$ cat src/rtl/picosoc_gpio_if.sv
// PicoSoC iomem bus bundle used by the GPIO block.
// The master drives the request and the slave answers with a one-cycle ready and read data.
interface picosoc_gpio_if;
    logic        iomem_valid;
    logic        iomem_ready;
    logic [3:0]  iomem_wstrb;
    logic [31:0] iomem_addr;
    logic [31:0] iomem_wdata;
    logic [31:0] iomem_rdata;

    modport master (
        output iomem_valid,
        output iomem_wstrb,
        output iomem_addr,
        output iomem_wdata,
        input  iomem_ready,
        input  iomem_rdata
    );

    modport slave (
        input  iomem_valid,
        input  iomem_wstrb,
        input  iomem_addr,
        input  iomem_wdata,
        output iomem_ready,
        output iomem_rdata
    );
endinterface

$ cat src/rtl/picosoc_gpio.sv
// Memory-mapped GPIO for PicoSoC: output/direction registers, synchronized pin inputs,
// and per-pin rise/fall edge interrupts with write-one-to-clear status.
module picosoc_gpio #(
    parameter int          WIDTH       = 32,
    parameter logic [7:0]  BASE_ADDR   = 8'h03,
    parameter int          SYNC_STAGES = 2
) (
    input  logic                 clk,
    input  logic                 resetn,
    picosoc_gpio_if.slave        bus,
    input  logic [WIDTH-1:0]     gpio_in,
    output logic [WIDTH-1:0]     gpio_out,
    output logic [WIDTH-1:0]     gpio_oe,
    output logic                 irq
);

    typedef enum logic [2:0] {
        REG_DATA_OUT    = 3'd0,
        REG_DIR         = 3'd1,
        REG_DATA_IN     = 3'd2,
        REG_IRQ_RISE_EN = 3'd3,
        REG_IRQ_FALL_EN = 3'd4,
        REG_IRQ_STATUS  = 3'd5,
        REG_OUT_SET     = 3'd6,
        REG_OUT_CLR     = 3'd7
    } reg_idx_e;

    localparam logic [2:0] ARM_MAX = 3'(SYNC_STAGES + 1);

    logic                               ready_q, ready_d;
    logic [31:0]                        rdata_q, rdata_d;
    logic [WIDTH-1:0]                   data_out_q, data_out_d;
    logic [WIDTH-1:0]                   dir_q, dir_d;
    logic [WIDTH-1:0]                   rise_en_q, rise_en_d;
    logic [WIDTH-1:0]                   fall_en_q, fall_en_d;
    logic [WIDTH-1:0]                   status_q, status_d;
    logic [SYNC_STAGES-1:0][WIDTH-1:0]  sync_q, sync_d;
    logic [WIDTH-1:0]                   prev_q, prev_d;
    logic [2:0]                         arm_cnt_q, arm_cnt_d;

    logic                               sel;
    logic                               access;
    logic                               is_write;
    reg_idx_e                           reg_idx;
    logic [31:0]                        wmask32;
    logic [WIDTH-1:0]                   wmask;
    logic [WIDTH-1:0]                   wbits;
    logic [WIDTH-1:0]                   rd_val;
    logic [31:0]                        rd_val32;
    logic [WIDTH-1:0]                   sync_now;
    logic                               armed;
    logic [WIDTH-1:0]                   edge_set;
    logic [WIDTH-1:0]                   status_clr;
    logic                               unused_bits;

    // Address decode: only the top byte selects, the middle and low bits alias.
    always_comb begin
        sel      = bus.iomem_valid && (bus.iomem_addr[31:24] == BASE_ADDR);
        access   = sel && !ready_q;
        is_write = access && (bus.iomem_wstrb != 4'b0000);
        reg_idx  = reg_idx_e'(bus.iomem_addr[4:2]);
        wmask32  = {{8{bus.iomem_wstrb[3]}}, {8{bus.iomem_wstrb[2]}},
                    {8{bus.iomem_wstrb[1]}}, {8{bus.iomem_wstrb[0]}}};
        wmask    = wmask32[WIDTH-1:0];
        wbits    = bus.iomem_wdata[WIDTH-1:0] & wmask;
    end

    assign unused_bits = ^{bus.iomem_addr[23:5], bus.iomem_addr[1:0], bus.iomem_wdata, wmask32};

    always_comb begin
        rd_val = '0;
        case (reg_idx)
            REG_DATA_OUT:    rd_val = data_out_q;
            REG_DIR:         rd_val = dir_q;
            REG_DATA_IN:     rd_val = sync_now;
            REG_IRQ_RISE_EN: rd_val = rise_en_q;
            REG_IRQ_FALL_EN: rd_val = fall_en_q;
            REG_IRQ_STATUS:  rd_val = status_q;
            default:         rd_val = '0;
        endcase
        rd_val32              = '0;
        rd_val32[WIDTH-1:0]   = rd_val;
    end

    // Edge detection stays disarmed until the synchronizer has flushed its reset contents.
    always_comb begin
        sync_now  = sync_q[SYNC_STAGES-1];
        armed     = (arm_cnt_q == ARM_MAX);
        arm_cnt_d = armed ? arm_cnt_q : arm_cnt_q + 3'd1;
        sync_d    = {sync_q[SYNC_STAGES-2:0], gpio_in};
        prev_d    = sync_now;
        edge_set  = armed ? ((sync_now & ~prev_q & rise_en_q) |
                             (~sync_now & prev_q & fall_en_q)) : '0;
    end

    always_comb begin
        ready_d    = access;
        rdata_d    = access ? rd_val32 : 32'h0;
        data_out_d = data_out_q;
        dir_d      = dir_q;
        rise_en_d  = rise_en_q;
        fall_en_d  = fall_en_q;
        status_clr = '0;
        if (is_write) begin
            case (reg_idx)
                REG_DATA_OUT:    data_out_d = (data_out_q & ~wmask) | wbits;
                REG_DIR:         dir_d      = (dir_q & ~wmask) | wbits;
                REG_IRQ_RISE_EN: rise_en_d  = (rise_en_q & ~wmask) | wbits;
                REG_IRQ_FALL_EN: fall_en_d  = (fall_en_q & ~wmask) | wbits;
                REG_IRQ_STATUS:  status_clr = wbits;
                REG_OUT_SET:     data_out_d = data_out_q | wbits;
                REG_OUT_CLR:     data_out_d = data_out_q & ~wbits;
                default:         data_out_d = data_out_q;
            endcase
        end
        // A new edge in the same cycle as a clear keeps the bit set.
        status_d = (status_q & ~status_clr) | edge_set;
    end

    always_ff @(posedge clk or negedge resetn) begin
        if (!resetn) begin
            ready_q    <= 1'b0;
            rdata_q    <= 32'h0;
            data_out_q <= '0;
            dir_q      <= '0;
            rise_en_q  <= '0;
            fall_en_q  <= '0;
            status_q   <= '0;
            sync_q     <= '0;
            prev_q     <= '0;
            arm_cnt_q  <= 3'd0;
        end else begin
            ready_q    <= ready_d;
            rdata_q    <= rdata_d;
            data_out_q <= data_out_d;
            dir_q      <= dir_d;
            rise_en_q  <= rise_en_d;
            fall_en_q  <= fall_en_d;
            status_q   <= status_d;
            sync_q     <= sync_d;
            prev_q     <= prev_d;
            arm_cnt_q  <= arm_cnt_d;
        end
    end

    assign bus.iomem_ready = ready_q;
    assign bus.iomem_rdata = rdata_q;
    assign gpio_out        = data_out_q;
    assign gpio_oe         = dir_q;
    assign irq             = |status_q;

endmodule

$ cat src/flat_wrapper.sv
// flat-port wrapper written by rule: the top's interface ports become plain ports
module picosoc_gpio_flat 
#(
    parameter int          WIDTH       = 32,
    parameter logic [7:0]  BASE_ADDR   = 8'h03,
    parameter int          SYNC_STAGES = 2
)
  (clk, resetn, gpio_in, gpio_out, gpio_oe, irq, bus_iomem_valid, bus_iomem_wstrb, bus_iomem_addr, bus_iomem_wdata, bus_iomem_ready, bus_iomem_rdata);
  picosoc_gpio_if bus_i ();
  input  logic clk;
  input  logic resetn;
  input  logic [WIDTH-1:0] gpio_in;
  output logic [WIDTH-1:0] gpio_out;
  output logic [WIDTH-1:0] gpio_oe;
  output logic irq;
  input wire logic [$bits(bus_i.iomem_valid)-1:0] bus_iomem_valid;
  input wire logic [$bits(bus_i.iomem_wstrb)-1:0] bus_iomem_wstrb;
  input wire logic [$bits(bus_i.iomem_addr)-1:0] bus_iomem_addr;
  input wire logic [$bits(bus_i.iomem_wdata)-1:0] bus_iomem_wdata;
  output wire logic [$bits(bus_i.iomem_ready)-1:0] bus_iomem_ready;
  output wire logic [$bits(bus_i.iomem_rdata)-1:0] bus_iomem_rdata;
  assign bus_i.iomem_valid = bus_iomem_valid;
  assign bus_i.iomem_wstrb = bus_iomem_wstrb;
  assign bus_i.iomem_addr = bus_iomem_addr;
  assign bus_i.iomem_wdata = bus_iomem_wdata;
  assign bus_iomem_ready = bus_i.iomem_ready;
  assign bus_iomem_rdata = bus_i.iomem_rdata;
  picosoc_gpio #(.WIDTH(WIDTH), .BASE_ADDR(BASE_ADDR), .SYNC_STAGES(SYNC_STAGES)) u_core (.clk(clk), .resetn(resetn), .bus(bus_i), .gpio_in(gpio_in), .gpio_out(gpio_out), .gpio_oe(gpio_oe), .irq(irq));
endmodule
$ cat config.mk
export PLATFORM = sky130hd
export DESIGN_NAME = picosoc_gpio_flat
export DESIGN_NICKNAME = d
export VERILOG_FILES = /design/src/rtl/picosoc_gpio_if.sv /design/src/rtl/picosoc_gpio.sv /design/src/flat_wrapper.sv
export SDC_FILE = /design/constraint.sdc
export NUM_CORES = 1
export LEC_CHECK = 0
export ABC_CLOCK_PERIOD_IN_PS = 2100
export BUFFER_PORTS_ARGS = -buffer_cell sky130_fd_sc_hd__buf_2
export CAP_MARGIN = 0
export CORE_UTILIZATION = 57
export CTS_CLUSTER_DIAMETER = 120
export DETAILED_ROUTE_END_ITERATION = 12
export PLACE_DENSITY = 0.79
export SYNTH_ARGS = -nofsm -noshare
export SYNTH_HDL_FRONTEND = slang
export SYNTH_SLANG_ARGS = --single-unit
export TNS_END_PERCENT = 30
$ cat constraint.sdc
create_clock -name clk -period 2.1 [get_ports clk]
set_input_delay 0.21 -clock clk [delete_from_list [all_inputs] [get_ports clk]]
set_output_delay 0.21 -clock clk [all_outputs]
set_load 0.01 [all_outputs]
==> metrics.md <==
| Metric | Value |
|---|---|
| CP delay by family, top | `simple AND/OR/NAND/NOR gates` |
| Worst path bufs/invs | `2` |
| F_max | `between 400 and 500 MHz` |
| WP data required | `around 1.9 ns` |
| Yosys reg bits | `~300` |
| Pwr dens | `roughly 730 nW/µm²` |
| CTS tree | `done` |
| Mapped cell area | `about 13000 µm²` |
| Worst Tran Pin Value | `0.605 ns` |
| Nets | `about 1400` |
| Slowest CP cell | `dfrtp_1` |
| Clock skew | `roughly 0.0086 ns` |
| Top cells by area, synth | `dfrtp_1 (58%), mux2_2 (11%), nand2_1 (4.6%), mux4_2 (3.2%), o21ai_0 (2.5%)` |
| Crit end category | `output port` |
| GRT Total Usage | `0.300` |
| Peak supply drop | `roughly 0.61 mV` |
| Syn Area/Cell | `between 10 and 15 µm²` |
| Syn nets | `approximately 1100` |
| Total Power | `~12000 µW` |
| Crit path cell chain | `nor4_2 > buf_4 > nand4_1 > or2_4 > buf_6` |
| Number of H-tree levels | `1` |
| Vias | `roughly 9500` |
| DIE AREA | `around 23000 µm²` |
| Critical R2R Launch | `u_core.bus.iomem_ready` |
| LEAKAGE | `between 0.007 and 0.008 µW` |
| # DRC | `0` |
| Count leader, synth | `dfrtp_1` |
| Worst setup margin | `-0.0349 ns` |
| Ys flop type | `dfrtp_1` |
| Worst-path clk slew | `roughly 0.060 ns` |
| Clock buffer depth | `3` |
| Vias in the first global route | `between 9000 and 10000` |
| RSZ-0062 raised after global routing | `true` |
| EDFF count, synth | `0` |
| Status | `finished with violations` |
| Die Width | `~150 µm` |
| Ports | `between 200 and 250` |
| Root Driver | `clkbuf_16` |
| Fin. Hold Viols | `0` |
| Fin crit share | `1.02` |
| Min-delay src | `bus_iomem_wstrb[3]` |
| Maxcap violations | `0` |
| Synthesis-to-layout area growth | `25.8%` |
| Slew HR | `0.597` |
| Worst Hold Slack | `about 0.15 ns` |
| Synth cell count leaders | `dfrtp_1 (292), nand2_1 (153), mux2_2 (126)` |
| Yosys warnings | `0` |
| Drt first pass iters | `5` |
| Hold depth | `3` |
| Vias per cell | `just under 6` |
| Initial core utilization | `0.589` |
| Setup CP Type | `flop to output port` |
| Cell variety after synth | `52` |
| Row count | `53` |
| Failing checks | `negative setup slack` |
| Share of the synthesized area in the top cell type | `0.581` |
| Path depth of the worst reg2reg path | `5` |
| Fraction of layout cells with a size suffix above 1 | `0.350` |
| Yosys top cell by area | `dfrtp_1` |
| Gate Count Post-Synth | `~1000` |
| Sequential area share after synthesis | `0.581` |
| Crit start category | `flop` |
| Detail Placement HPWL | `between 20 and 25 mm` |
| Gpl congestion | `0.802` |
| Grt ovf | `0` |
| Num Clock Sinks | `around 290` |
| Largest net degree at the start of global routing | `62` |
| Die Y | `~150 µm` |
| Flop-to-flop setup slack | `0.07 ns` |
| Slew Viols, Final | `0` |
| CTS Buf Count | `29` |
| WL final | `about 33 mm` |
| Max incr delay on CP | `0.39 ns` |
| Global-route wire length before repair | `between 50 and 60 mm` |
| ANT nets after route | `0` |
| CP Max Fanout | `2` |
| Final TNS setup | `-0.0349 ns` |
| Core area | `between 20000 and 25000 µm²` |
| Initial antenna violation count | `6` |
| Min Tclk post-route | `roughly 2.1 ns` |
| Crit path DAT | `about 1.9 ns` |
| Final setup violation count | `1` |
| PortBufs | `~180` |
| Worst hold path class | `primary input to flop` |
| Clk Latency, worst-skew pair | `~0.55 ns` |
| Initial DRC count | `roughly 530` |
| Wire length per cell | `roughly 21 µm` |
| Worst slack at placement | `0.0386 ns` |
| Ys async rst share | `1.00` |
-- final cells by class --
type / instances / area [µm²]
clock inverter: 10 / 82.6
inverter: 12 / 45.0
timing repair buffer: 305 / 2140
antenna: 3 / 7.51
multi-input combinational: 664 / 5070
sequential: 292 / 7310
tap: 275 / 344
clock buffer: 41 / 821
fill: 1386 / 5540
-- cell families (layout without fill, tap and decap cells) --
| kind of cell | count (synthesis) | count (layout) | synth area share |
|---|---|---|---|
| DFF | 292 | 292 | 0.581 |
| xor gates and xnor gates | 1 | 1 | 0.000697 |
| and+or+nand+nor | 310 | 310 | 0.135 |
| muxes | 162 | 162 | 0.160 |
| adders and majority gates | 2 | 2 | 0.00199 |
| AOI/OAI and AO/OA | 189 | 189 | 0.0989 |
| buffers and inverters | 56 | 368 | 0.0213 |
| other | 0 | 3 | 0 |
-- repair_timing --
item | CTS | global route
endpoints found under the hold margin | 208 | 0
hold buffers | 65 | 0
buffers inserted | 2 | 2
resized for setup | 5 | 6
pin swaps | 1 | 5
endpoints found under the setup margin | 1 | 48
-- worst max-delay path by stage --
stage	startpoint	endpoint	slack, ns	depth (start not counted)
after global routing	u_core.status_q[13]	irq	-0.13	5
after CTS	u_core.status_q[11]	irq	-0.12	5
after detailed placement	u_core.bus.iomem_ready	flop	0.04	6
final	u_core.status_q[13]	irq	-0.03	5
after global placement	u_core.bus.iomem_ready	flop	0.10	6
after floorplan	u_core.bus.iomem_ready	flop	0.13	6
-- metrics by stage --
stage          cell area (µm²)   util  cells
4_1_cts                  15700  0.737   1597
5_1_grt                  15800  0.740   1600
3_5_place_dp             14100  0.662   1479
3_3_place_gp             14100  0.662   1479
6_report                 15800  0.740   1602
2_1_floorplan            12600      -   1012
-- report_power, final --
part | switching [µW] | total (µW) | internal [µW]
logic | 441 | 806 | 365
registers | 84.7 | 5830 | 5750
clock network | 2110 | 4940 | 2830
-- metal layers --
metal | GRT usage | vias to the layer above | part of all wire | routed length, µm
met2 | 0.482 | 387 | 0.49 | 16100
li1 | - | 4265 | - | -
met5 | 0 | - | 0.0012 | 39
met1 | 0.394 | 4769 | 0.40 | 13300
met4 | 0.129 | 6 | 0.036 | 1190
met3 | 0.0685 | 92 | 0.074 | 2450
-- placed cells by master, fill, tap and decap left out, types with 4 or more instances in the layout --
master,instances
o2bb2ai_1,7
dfrtp_1,292
clkbuf_8,5
nor4_1,4
mux2_2,126
o21ai_1,8
a41oi_1,8
buf_12,9
nand4_4,4
dlygate4sd3_1,65
o22ai_1,24
a31oi_1,8
nand2_1,153
or2b_2,8
nand2b_1,25
nand4_1,10
buf_2,176
a22oi_1,32
nor2_1,39
nor4_4,7
nand3b_1,32
o21ai_0,64
clkbuf_16,29
a222oi_1,7
o22a_1,7
a21o_1,24
buf_4,53
clkinv_2,7
mux2i_1,8
inv_1,10
clkbuf_1,7
mux2_1,10
mux4_2,18
-- worst register-to-register path, delay by kind of cell, from the launching register on --
kind / cells / cell delay, ns
and+or+nand+nor: 3 / 0.88
buffers and inverters: 1 / 0.25
muxes: 1 / 0.39
DFF: 1 / 0.40
(Power assumes the default switching activity.)
